### src/rtl/mem_access_stage_pkg.sv
// Shared definitions for the memory-access stage: instruction class codes, FSM state
// encodings, the default timeout, and small decode helpers.
package mem_access_stage_pkg;

  // Instruction class codes, identical to the shared riscv_defs encodings
  localparam logic [2:0] R_TYPE = 3'd0;
  localparam logic [2:0] I_TYPE = 3'd1;
  localparam logic [2:0] S_TYPE = 3'd2;
  localparam logic [2:0] L_TYPE = 3'd3;
  localparam logic [2:0] B_TYPE = 3'd4;
  localparam logic [2:0] J_TYPE = 3'd5;
  localparam logic [2:0] U_TYPE = 3'd6;

  typedef enum logic {
    MemIdle = 1'b0,
    MemBusy = 1'b1
  } mem_state_e;

  localparam int unsigned DEFAULT_TIMEOUT = 64;

  function automatic logic is_mem_type(input logic [2:0] t);
    return (t == L_TYPE) || (t == S_TYPE);
  endfunction

  // Register-file write enable for a pass-through instruction
  function automatic logic writes_rd(input logic [2:0] t, input logic [4:0] rd);
    return (t != B_TYPE) && (rd != 5'd0);
  endfunction

endpackage

### src/rtl/mem_access_stage_if.sv
// Request/acknowledge data-memory bus between the memory-access stage (master) and the
// data memory (slave).
interface mem_access_stage_if #(
  parameter int unsigned AddrW = 16
) ();
  logic             mem_req;
  logic             mem_we;
  logic [AddrW-1:0] mem_addr;
  logic [31:0]      mem_wdata;
  logic             mem_ack;
  logic [31:0]      mem_rdata;

  modport master (
    output mem_req, mem_we, mem_addr, mem_wdata,
    input  mem_ack, mem_rdata
  );

  modport slave (
    input  mem_req, mem_we, mem_addr, mem_wdata,
    output mem_ack, mem_rdata
  );
endinterface

### src/rtl/mem_timeout_ctr.sv
// Saturating wait counter for outstanding memory requests; expire_o flags the last
// permitted BUSY cycle (count == TimeoutCycles-1). TimeoutCycles must be >= 2.
module mem_timeout_ctr #(
  parameter int unsigned TimeoutCycles = 64
) (
  input  logic clk,
  input  logic rst_n,
  input  logic clear_i,
  input  logic en_i,
  output logic expire_o
);

  localparam int unsigned CntW = $clog2(TimeoutCycles);
  localparam logic [CntW-1:0] CntMax = CntW'(TimeoutCycles - 1);

  logic [CntW-1:0] cnt_d, cnt_q;

  always_comb begin
    cnt_d = cnt_q;
    if (clear_i) begin
      cnt_d = '0;
    end else if (en_i && (cnt_q != CntMax)) begin
      cnt_d = cnt_q + 1'b1;
    end
  end

  always_ff @(posedge clk or negedge rst_n) begin
    if (!rst_n) begin
      cnt_q <= '0;
    end else begin
      cnt_q <= cnt_d;
    end
  end

  assign expire_o = (cnt_q == CntMax);

endmodule

### src/rtl/mem_access_stage.sv
// Memory-access pipeline stage: passes ALU results to writeback and performs word loads and
// stores over a req/ack bus. Define MISALIGN_TRAP_EN to trap misaligned loads/stores.
module mem_access_stage
  import mem_access_stage_pkg::*;
#(
  parameter int unsigned ADDR_W         = 16,
  parameter int unsigned TIMEOUT_CYCLES = DEFAULT_TIMEOUT
) (
  input  logic                clk,
  input  logic                rst_n,
  input  logic                in_valid,
  output logic                in_ready,
  input  logic [2:0]          in_type,
  input  logic [31:0]         in_alu_out,
  input  logic [31:0]         in_store_data,
  input  logic [4:0]          in_rd,
  mem_access_stage_if.master  mem,
  output logic                wb_valid,
  output logic                wb_we,
  output logic [4:0]          wb_rd,
  output logic [31:0]         wb_data,
  output logic                err
);

  mem_state_e state_d, state_q;

  logic [ADDR_W-1:0] addr_d, addr_q;
  logic [31:0]       wdata_d, wdata_q;
  logic [4:0]        rd_d, rd_q;
  logic              store_d, store_q;

  logic              wb_valid_d, wb_valid_q;
  logic              wb_we_d, wb_we_q;
  logic [4:0]        wb_rd_d, wb_rd_q;
  logic [31:0]       wb_data_d, wb_data_q;
  logic              err_d, err_q;

  logic              ctr_clear, ctr_en, ctr_expire;
  logic              misalign;

`ifdef MISALIGN_TRAP_EN
  assign misalign = (in_alu_out[1:0] != 2'b00);
`else
  assign misalign = 1'b0;
`endif

  mem_timeout_ctr #(
    .TimeoutCycles (TIMEOUT_CYCLES)
  ) u_timeout_ctr (
    .clk      (clk),
    .rst_n    (rst_n),
    .clear_i  (ctr_clear),
    .en_i     (ctr_en),
    .expire_o (ctr_expire)
  );

  always_comb begin
    state_d    = state_q;
    addr_d     = addr_q;
    wdata_d    = wdata_q;
    rd_d       = rd_q;
    store_d    = store_q;
    wb_valid_d = 1'b0;
    wb_we_d    = 1'b0;
    wb_rd_d    = wb_rd_q;
    wb_data_d  = wb_data_q;
    err_d      = 1'b0;
    ctr_clear  = 1'b0;
    ctr_en     = 1'b0;

    unique case (state_q)
      MemIdle: begin
        if (in_valid) begin
          if (!is_mem_type(in_type)) begin
            wb_valid_d = 1'b1;
            wb_we_d    = writes_rd(in_type, in_rd);
            wb_rd_d    = in_rd;
            wb_data_d  = in_alu_out;
          end else if (misalign) begin
            wb_valid_d = 1'b1;
            wb_rd_d    = in_rd;
            wb_data_d  = in_alu_out;
            err_d      = 1'b1;
          end else begin
            addr_d    = in_alu_out[ADDR_W+1:2];
            wdata_d   = in_store_data;
            rd_d      = in_rd;
            store_d   = (in_type == S_TYPE);
            ctr_clear = 1'b1;
            state_d   = MemBusy;
          end
        end
      end
      MemBusy: begin
        ctr_en = 1'b1;
        // Ack takes priority over an expiry in the same cycle
        if (mem.mem_ack) begin
          state_d    = MemIdle;
          wb_valid_d = 1'b1;
          wb_rd_d    = rd_q;
          wb_we_d    = !store_q && (rd_q != 5'd0);
          wb_data_d  = store_q ? 32'd0 : mem.mem_rdata;
        end else if (ctr_expire) begin
          state_d    = MemIdle;
          wb_valid_d = 1'b1;
          wb_rd_d    = rd_q;
          wb_data_d  = 32'd0;
          err_d      = 1'b1;
        end
      end
      default: state_d = MemIdle;
    endcase
  end

  always_ff @(posedge clk or negedge rst_n) begin
    if (!rst_n) begin
      state_q    <= MemIdle;
      addr_q     <= '0;
      wdata_q    <= '0;
      rd_q       <= '0;
      store_q    <= 1'b0;
      wb_valid_q <= 1'b0;
      wb_we_q    <= 1'b0;
      wb_rd_q    <= '0;
      wb_data_q  <= '0;
      err_q      <= 1'b0;
    end else begin
      state_q    <= state_d;
      addr_q     <= addr_d;
      wdata_q    <= wdata_d;
      rd_q       <= rd_d;
      store_q    <= store_d;
      wb_valid_q <= wb_valid_d;
      wb_we_q    <= wb_we_d;
      wb_rd_q    <= wb_rd_d;
      wb_data_q  <= wb_data_d;
      err_q      <= err_d;
    end
  end

  // Request outputs derive from state so an async reset drops mem_req at once
  assign in_ready      = (state_q == MemIdle);
  assign mem.mem_req   = (state_q == MemBusy);
  assign mem.mem_we    = (state_q == MemBusy) && store_q;
  assign mem.mem_addr  = (state_q == MemBusy) ? addr_q : '0;
  assign mem.mem_wdata = (state_q == MemBusy) ? wdata_q : '0;

  assign wb_valid = wb_valid_q;
  assign wb_we    = wb_we_q;
  assign wb_rd    = wb_rd_q;
  assign wb_data  = wb_data_q;
  assign err      = err_q;

endmodule

### src/flat_wrapper.sv
// flat-port wrapper written by rule: the top's interface ports become plain ports
module mem_access_stage_flat import mem_access_stage_pkg::*;
#(
  parameter int unsigned ADDR_W         = 16,
  parameter int unsigned TIMEOUT_CYCLES = DEFAULT_TIMEOUT
)
  (clk, rst_n, in_valid, in_ready, in_type, in_alu_out, in_store_data, in_rd, wb_valid, wb_we, wb_rd, wb_data, err, mem_mem_req, mem_mem_we, mem_mem_addr, mem_mem_wdata, mem_mem_ack, mem_mem_rdata);
  mem_access_stage_if #(.AddrW((16))) mem_i ();
  input  logic clk;
  input  logic rst_n;
  input  logic in_valid;
  output logic in_ready;
  input  logic [2:0] in_type;
  input  logic [31:0] in_alu_out;
  input  logic [31:0] in_store_data;
  input  logic [4:0] in_rd;
  output logic wb_valid;
  output logic wb_we;
  output logic [4:0] wb_rd;
  output logic [31:0] wb_data;
  output logic err;
  output wire logic [$bits(mem_i.mem_req)-1:0] mem_mem_req;
  output wire logic [$bits(mem_i.mem_we)-1:0] mem_mem_we;
  output wire logic [$bits(mem_i.mem_addr)-1:0] mem_mem_addr;
  output wire logic [$bits(mem_i.mem_wdata)-1:0] mem_mem_wdata;
  input wire logic [$bits(mem_i.mem_ack)-1:0] mem_mem_ack;
  input wire logic [$bits(mem_i.mem_rdata)-1:0] mem_mem_rdata;
  assign mem_mem_req = mem_i.mem_req;
  assign mem_mem_we = mem_i.mem_we;
  assign mem_mem_addr = mem_i.mem_addr;
  assign mem_mem_wdata = mem_i.mem_wdata;
  assign mem_i.mem_ack = mem_mem_ack;
  assign mem_i.mem_rdata = mem_mem_rdata;
  mem_access_stage #(.ADDR_W(ADDR_W), .TIMEOUT_CYCLES(TIMEOUT_CYCLES)) u_core (.clk(clk), .rst_n(rst_n), .in_valid(in_valid), .in_ready(in_ready), .in_type(in_type), .in_alu_out(in_alu_out), .in_store_data(in_store_data), .in_rd(in_rd), .mem(mem_i), .wb_valid(wb_valid), .wb_we(wb_we), .wb_rd(wb_rd), .wb_data(wb_data), .err(err));
endmodule
### config.mk
export PLATFORM = sky130hd
export DESIGN_NAME = mem_access_stage_flat
export DESIGN_NICKNAME = d
export VERILOG_FILES = /design/src/rtl/mem_access_stage_pkg.sv /design/src/rtl/mem_access_stage_if.sv /design/src/rtl/mem_timeout_ctr.sv /design/src/rtl/mem_access_stage.sv /design/src/flat_wrapper.sv
export SDC_FILE = /design/constraint.sdc
export NUM_CORES = 1
export LEC_CHECK = 0
export CAP_MARGIN = 25
export CELL_PAD_IN_SITES_DETAIL_PLACEMENT = 1
export CELL_PAD_IN_SITES_GLOBAL_PLACEMENT = 1
export CORE_ASPECT_RATIO = 0.6
export CORE_MARGIN = 3
export CORE_UTILIZATION = 32
export CTS_CLUSTER_DIAMETER = 100
export CTS_CLUSTER_SIZE = 24
export DETAILED_ROUTE_END_ITERATION = 8
export PLACE_DENSITY = 0.91
export SLEW_MARGIN = 25
export SYNTH_ARGS = -nofsm -noshare
export SYNTH_HDL_FRONTEND = slang
export SYNTH_SLANG_ARGS = --single-unit
### constraint.sdc
create_clock -name clk -period 1.8 [get_ports clk]
set_clock_uncertainty 0.05 [all_clocks]
set_input_delay 0.27 -clock clk [delete_from_list [all_inputs] [get_ports clk]]
set_output_delay 0.27 -clock clk [all_outputs]
set_load 0.01 [all_outputs]
==> results.md, run 1 <==
- Worst Path Required: roughly 2000 ps
- Clock transition at the registers of the reported paths: 80 ps
- Crit path DAT: 2040 ps
- Routability cong.: around 0.78
- Unrepaired setup endpoints after global routing: true
- Synth top area cells: dfrtp_1 (55%), mux2_2 (9.9%), and2_1 (6.7%)
- Synth async-reset ratio: 100.0%
- Detailed Place HPWL: approximately 11 mm
- Post-synth top area share: 55.43%
- Clk root buf: clkbuf_16
- Worst vdd ir: 494.3 uV
- CP endpoint kind: flip-flop
- EDFF count, synth: 0
- Fraction of layout cells with a size suffix above 1: 25.66%
- First-pass GRT wire length: approximately 24 mm
- Gate power share: 29.8%
- Max-cap violations: 0
- Max-slew headroom: about two thirds
- DRC Markers: 0
- WHS: 391.2 ps
- Chip width: 160.1 um
- Dominant cell by count in the synthesized netlist: dfrtp_1
- Port buffer count: between 150 and 200
- Post-synth top area cell: dfrtp_1
- Drt first pass iters: 4
- Bufs on Longest Clock Path: 2
- GRT overflow: 0
- DRT iter0 DRCs: roughly 120
- Core footprint: 13,790 um^2
- Fillers: 1,458
- R2R Path End: u_core.wb_rd[1]$_DFFE_PN0P_
- Flop pwr share: 42.9%
- Pleak: between 3 and 4 nW
- Num CTS Buffers: 9
- Startpoint types: flip-flop
- Storage element area: about 2500 um^2
- Area of the multi-input gates: 1896 um^2
- Final wirelength: 15.82 mm
- I/O pin cnt: a little under 200
- P per Cell Area: between 900 and 1000 nW/um^2
- Seq/Total Area, Yosys: between 50% and 60%
- Final ANT Viol Nets: 0
- Final Power: 7.285 mW
- Initial antenna violation count: 0
- Chip height: 98.46 um
- Antenna Cells: 0
- Area delta synth->final: 60.48%
- Pins Over Slew Limit: 0
- Final min period: 1822 ps
- Max incr delay on CP: ~410 ps
- Fin worst setup slack: -21.99 ps
- Main synth FF type: dfrtp_1
- Count of cell types in the netlist: 35
- Final setup violation count: 4
- Final hold violation count: 0
- Status: complete, but fails checks
- Worst slew pin tran: between 400 and 500 ps
- Fin area: 7317 um^2
- TritonCTS Sinks: 101
- Internal: 5.154 mW
- Die area: 15,760 um^2
- Crit path kind: reg2reg
- Post-Syn Area: approximately 4600 um^2
- Fmax: ~550 MHz
- H-tree depth: 3
- Fin Setup TNS: -40.32 ps
- Setup crit end: u_core.wb_rd[1]$_DFFE_PN0P_
- R2r setup slk: -20 ps
- CP startpoint: u_core.mem.mem_req$_DFF_PN0_
- Sw power: approximately 2.1 mW
- #FFs+latches synth: between 100 and 150
- Vias: ~3,900
- Mapped Cells: between 300 and 400
- All-layer global routing usage: approximately a fifth
- Placed Area: 6878 um^2
- Net Sw Frac: 29.25%
- Syn_nets: 493
- R2r startpoint: u_core.mem.mem_req$_DFF_PN0_
- Initial Util: 33.06%
- WL/cell: roughly 20 um
- Critical path, cell by cell: buf_6 -> buf_16 -> nand4_4 -> o221ai_4 -> buf_12 -> buf_4 -> nor2_1 -> a21oi_1
- Worst skew pair latency: 340 ps
- Final period util: 101.2%
- Largest net degree at the start of global routing: 36
- Yosys warns: 0
- Syn Area/Cell: approximately 12 um^2
- CTS tree: done
- Slowest stage cell, crit path: dfrtp_2
- Row cnt: 33
- Failing checks: negative setup slack
- Vias in the first global route: between 4,000 and 5,000
- Clock group share of total power: between 20% and 30%
- CP Max Fanout: 11
- Post-layout util: between 50% and 60%
- FF-to-FF path depth: 8
- Via density: 4.869
- Tightest Hold Check Type: in2async
- Most common library cells after synthesis: dfrtp_1 (101), and2_1 (49), nor2_1 (42)
- Final #Nets: a little over 700
## flip-flops by register name, summed over array words and instances, names as in the netlist
register,count
u_core.wb_rd,5
u_core.store_q,1
u_core.err,1
u_core.wb_we,1
u_core.wb_valid,1
u_core.addr_q,16
u_core.rd_q,5
u_core.wdata_q,32
u_core.wb_data,32
u_core.mem.mem_req,1
u_core.u_timeout_ctr.cnt_q,6
## cells by family (layout without fill, tap and decap cells)
logic type	after synthesis	after routing	share of synthesized area [%]
AOI/OAI and AO/OA	81	81	12.18
and+or+nand+nor	111	111	13.06
xor gates and xnor gates	1	1	0.1921
muxes	59	59	14.41
adders and majority gates	1	1	0.2744
buffers and inverters	30	250	4.446
DFF	101	101	55.43
## stage by stage
stage               setup WS, ps  instances
finish                    -21.99        796
global route              -86.49        796
CTS                       -239.4        789
detailed placement        -209.8        770
global placement          -139.3        770
floorplan                  192.3        384
## worst min-delay path by stage
stage,endpoint,slack (ps),cells after the start
floorplan,u_core.addr_q[0]$_DFFE_PN0P_,-80,0
global placement,u_core.wb_we$_DFF_PN0_,210,1
detailed placement,u_core.wb_we$_DFF_PN0_,220,1
CTS,u_core.wb_we$_DFF_PN0_,400,2
global route,u_core.wb_rd[3]$_DFFE_PN0P_,430,2
finish,u_core.wb_we$_DFF_PN0_,390,2
## layout by cell type (no fill, tap or decap), types with 13 or more instances in the layout
cell,count
a21oi_2,17
nor2_1,34
mux2_1,13
clkbuf_16,14
clkdlybuf4s50_1,146
dlymetal6s2s_1,15
a22oi_1,32
and2_1,49
dfrtp_1,100
clkbuf_2,34
a21oi_1,22
buf_4,13
mux2_2,40
## layer usage
metal	track usage, %	vias up	wire, um
met5	0	-	0
met4	4.733	0	206
met3	5.460	18	823
met2	33.70	131	8159
met1	23.00	1955	6628
li1	-	1772	-
## power by group through the flow
| stage | clock network (mW) | registers, mW | logic, mW |
|---|---|---|---|
| after CTS | 2.06 | 3.11 | 2.09 |
| final | 1.99 | 3.12 | 2.17 |
| after detailed placement | 0 | 3.15 | 2.11 |
| after global placement | 0 | 3.08 | 2.00 |
| after floorplan | 0 | 3.14 | 0.840 |
| after global routing | 2.14 | 3.19 | 2.34 |
## cell type report
class,count,share of cell area (%)
clock inverters,5,0.8037
multi-input cells,253,25.91
clock buffers,11,3.317
repair buffers,232,31.99
flip-flops and latches,101,34.56
well taps,192,3.283
inverters,2,0.1368
## critical path, delay by kind of cell, from the launching register on
family	cells	cell delay, ps
compound gates	2	470
buf+inv	4	650
flops	1	410
simple gates	2	150
## what timing repair did
item,in CTS,in global routing
gates resized for setup,43,104
hold buffers,1,0
buffers inserted,1,2
pin swaps,0,1
hold endpoints to repair,33,0
endpoints found under the setup margin,51,65
gates cloned,1,5
No activity file was read; power rests on OpenSTA's default activity.
==> inputs of run 2 (changes only) <==
--- a/config.mk
+++ b/config.mk
@@ -10,11 +10,12 @@
 export CELL_PAD_IN_SITES_GLOBAL_PLACEMENT = 1
 export CORE_ASPECT_RATIO = 0.6
 export CORE_MARGIN = 3
-export CORE_UTILIZATION = 32
+export CORE_UTILIZATION = 34
 export CTS_CLUSTER_DIAMETER = 100
 export CTS_CLUSTER_SIZE = 24
 export DETAILED_ROUTE_END_ITERATION = 8
-export PLACE_DENSITY = 0.91
+export MAX_ROUTING_LAYER = met4
+export PLACE_DENSITY = 0.95
 export SLEW_MARGIN = 25
 export SYNTH_ARGS = -nofsm -noshare
 export SYNTH_HDL_FRONTEND = slang
==> constraint.sdc (replaced) <==
create_clock -name clk -period 2.3 [get_ports clk]
set_clock_uncertainty 0.05 [all_clocks]
set_input_delay 0.345 -clock clk [delete_from_list [all_inputs] [get_ports clk]]
set_output_delay 0.345 -clock clk [all_outputs]
set_load 0.01 [all_outputs]
==> run 2 against run 1 <==
Effect of this change:
- highest routed layer unchanged
- global-route usage rose by 2.0 points
- hold slack improved by 45 ps
- critical path depth fell by 5
- design area shrank 2.5%
- the run now ends clean
- sequential power is 22% lower
- combinational power shrank 25%
- die area shrank 5.6%
- largest cell class unchanged
==> results.md, run 2 (synthesis gave the netlist of run 1 again) <==
- Critical path, cell by cell: buf_4 -> and2_1 -> clkdlybuf4s50_1
- Drt first pass iters: 4
- Placed Area: 6783 um^2
- R2r startpoint: u_core.mem.mem_req$_DFF_PN0_
- Slowest stage cell, crit path: clkdlybuf4s50_1
- Worst slew pin tran: approximately 600 ps
- CP startpoint: u_core.mem.mem_req$_DFF_PN0_
- CP Max Fanout: 14
- Max incr delay on CP: ~550 ps
- Final setup violation count: 0
- Commonest cells after routing, fill and taps aside: clkdlybuf4s50_1 (197), dfrtp_1 (100), and2_1 (49), nor2_1 (42), mux2_2 (40)
- Clock transition at the registers of the reported paths: around 70 ps
- Vias: roughly 3,900
- First-pass GRT wire length: between 20 and 25 mm
- Fmax: 459.2 MHz
- Commonest non-fill, non-tap cell in the layout: clkdlybuf4s50_1
- CP bufs+invs: 2
- Worst skew pair latency: 340 ps
- Max-slew headroom: about three fifths
- CTS tree: done
- Crit path DAT: 1780 ps
- Antenna Cells: 0
- All-layer global routing usage: a little over a fifth
- Clk root buf: clkbuf_16
- Pleak: just under 3 nW
- Vias in the first global route: 4,410
- Core footprint: between 10,000 and 15,000 um^2
- Routability cong.: approximately 0.86
- Fin Setup TNS: 0 ps
- Via density: between 5 and 6
- Crit path kind: reg2out
- Final wirelength: between 15 and 20 mm
- Final min period: roughly 2200 ps
- TritonCTS Sinks: 101
- WL/cell: between 15 and 20 um
- Final period util: approximately 95%
- Pins Over Slew Limit: 0
- Final ANT Viol Nets: 0
- Fin area: ~7000 um^2
- Area delta synth->final: 56.42%
- DRC Markers: 0
- Row cnt: 32
- H-tree depth: 3
- Final #Nets: approximately 700
- Worst vdd ir: about 360 uV
- Chip width: between 150 and 200 um
- Port buffer count: between 150 and 200
- Startpoint types: flip-flop
- Initial antenna violation count: 0
- Chip height: around 96 um
- DRT iter0 DRCs: between 100 and 150
- Die area: approximately 15,000 um^2
- Fraction of layout cells with a size suffix above 1: between 10% and 20%
- Max-cap violations: 0
- Status: completed
- Worst Path Required: about 1900 ps
- Num CTS Buffers: 9
- Setup WS pre-CTS: ~88 ps
- Crit path max-delay family: buffers and inverters
- Initial Util: between 30% and 40%
- Bufs on Longest Clock Path: 2
- WHS: between 400 and 500 ps
- P per Cell Area: between 700 and 800 nW/um^2
- Unrepaired setup endpoints after global routing: false
- GRT overflow: 0
- CP endpoint kind: output port
- Fin worst setup slack: around 120 ps
- Final hold violation count: 0
- I/O pin cnt: approximately 200
- Detailed Place HPWL: 11.61 mm
- Tightest Hold Check Type: in2async
- Largest net degree at the start of global routing: 46
## run 2: changes by cell type in the layout (fill, tap and decap cells not counted), sizes merged
cell,delta
clkdlybuf4s50,+51
clkbuf,-40
dlymetal6s2s,-15
buf,-5
clkinv,+3
clkinvlp,-2
clkdlybuf4s15,-1
dlygate4sd2,-1
## run 2: cell type report
type / count / area (um^2)
tap: 170 / 212.7
timing repair buffer: 222 / 2228
fill: 1349 / 5841
multi-input combinational: 253 / 1842
clock buffer: 10 / 229.0
sequential: 101 / 2529
inverter: 2 / 7.507
clock inverter: 6 / 83.83
## run 2: layer usage
layer / GRT usage (%) / wire (um)
met1: 24.87 / 6351
met2: 34.75 / 7264
met3: 7.457 / 1260
met4: 5.535 / 218
met5: - / 0
## run 2: final timing paths
check                                                  to  slack (ps)  cells after the start
max                                       mem_mem_addr[8]         120                      3
min                        u_core.wb_data[31]$_DFFE_PN0P_         440                      2
max reg2reg                  u_core.addr_q[9]$_DFFE_PN0P_         260                      5
min reg2reg                 u_core.wdata_q[7]$_DFFE_PN0P_         440                      1
max in group asynchronous  u_core.wb_data[16]$_DFFE_PN0P_        1030                      3
min in group clk            u_core.wdata_q[7]$_DFFE_PN0P_         440                      1
## run 2: timing repair
item                                   4_1_cts  5_1_grt
setup endpoints to repair                   32        0
setup buffers                                3        0
hold buffers                                 1        0
gates resized for setup                      1        0
endpoints found under the hold margin       29        0
## run 2: where the power goes
part	internal (mW)	switching [mW]
sequential	2.18	0.251
combinational	0.941	0.679
clock	0.868	0.717
total	3.99	1.65
## run 2: through the flow
step | instances | utilization [%] | total power [mW]
2_1_floorplan | 384 | - | 3.115
3_3_place_gp | 744 | 52.29 | 3.961
3_5_place_dp | 744 | 52.29 | 4.092
4_1_cts | 764 | 54.98 | 5.717
5_1_grt | 764 | 54.98 | 5.959
6_report | 764 | 54.98 | 5.637
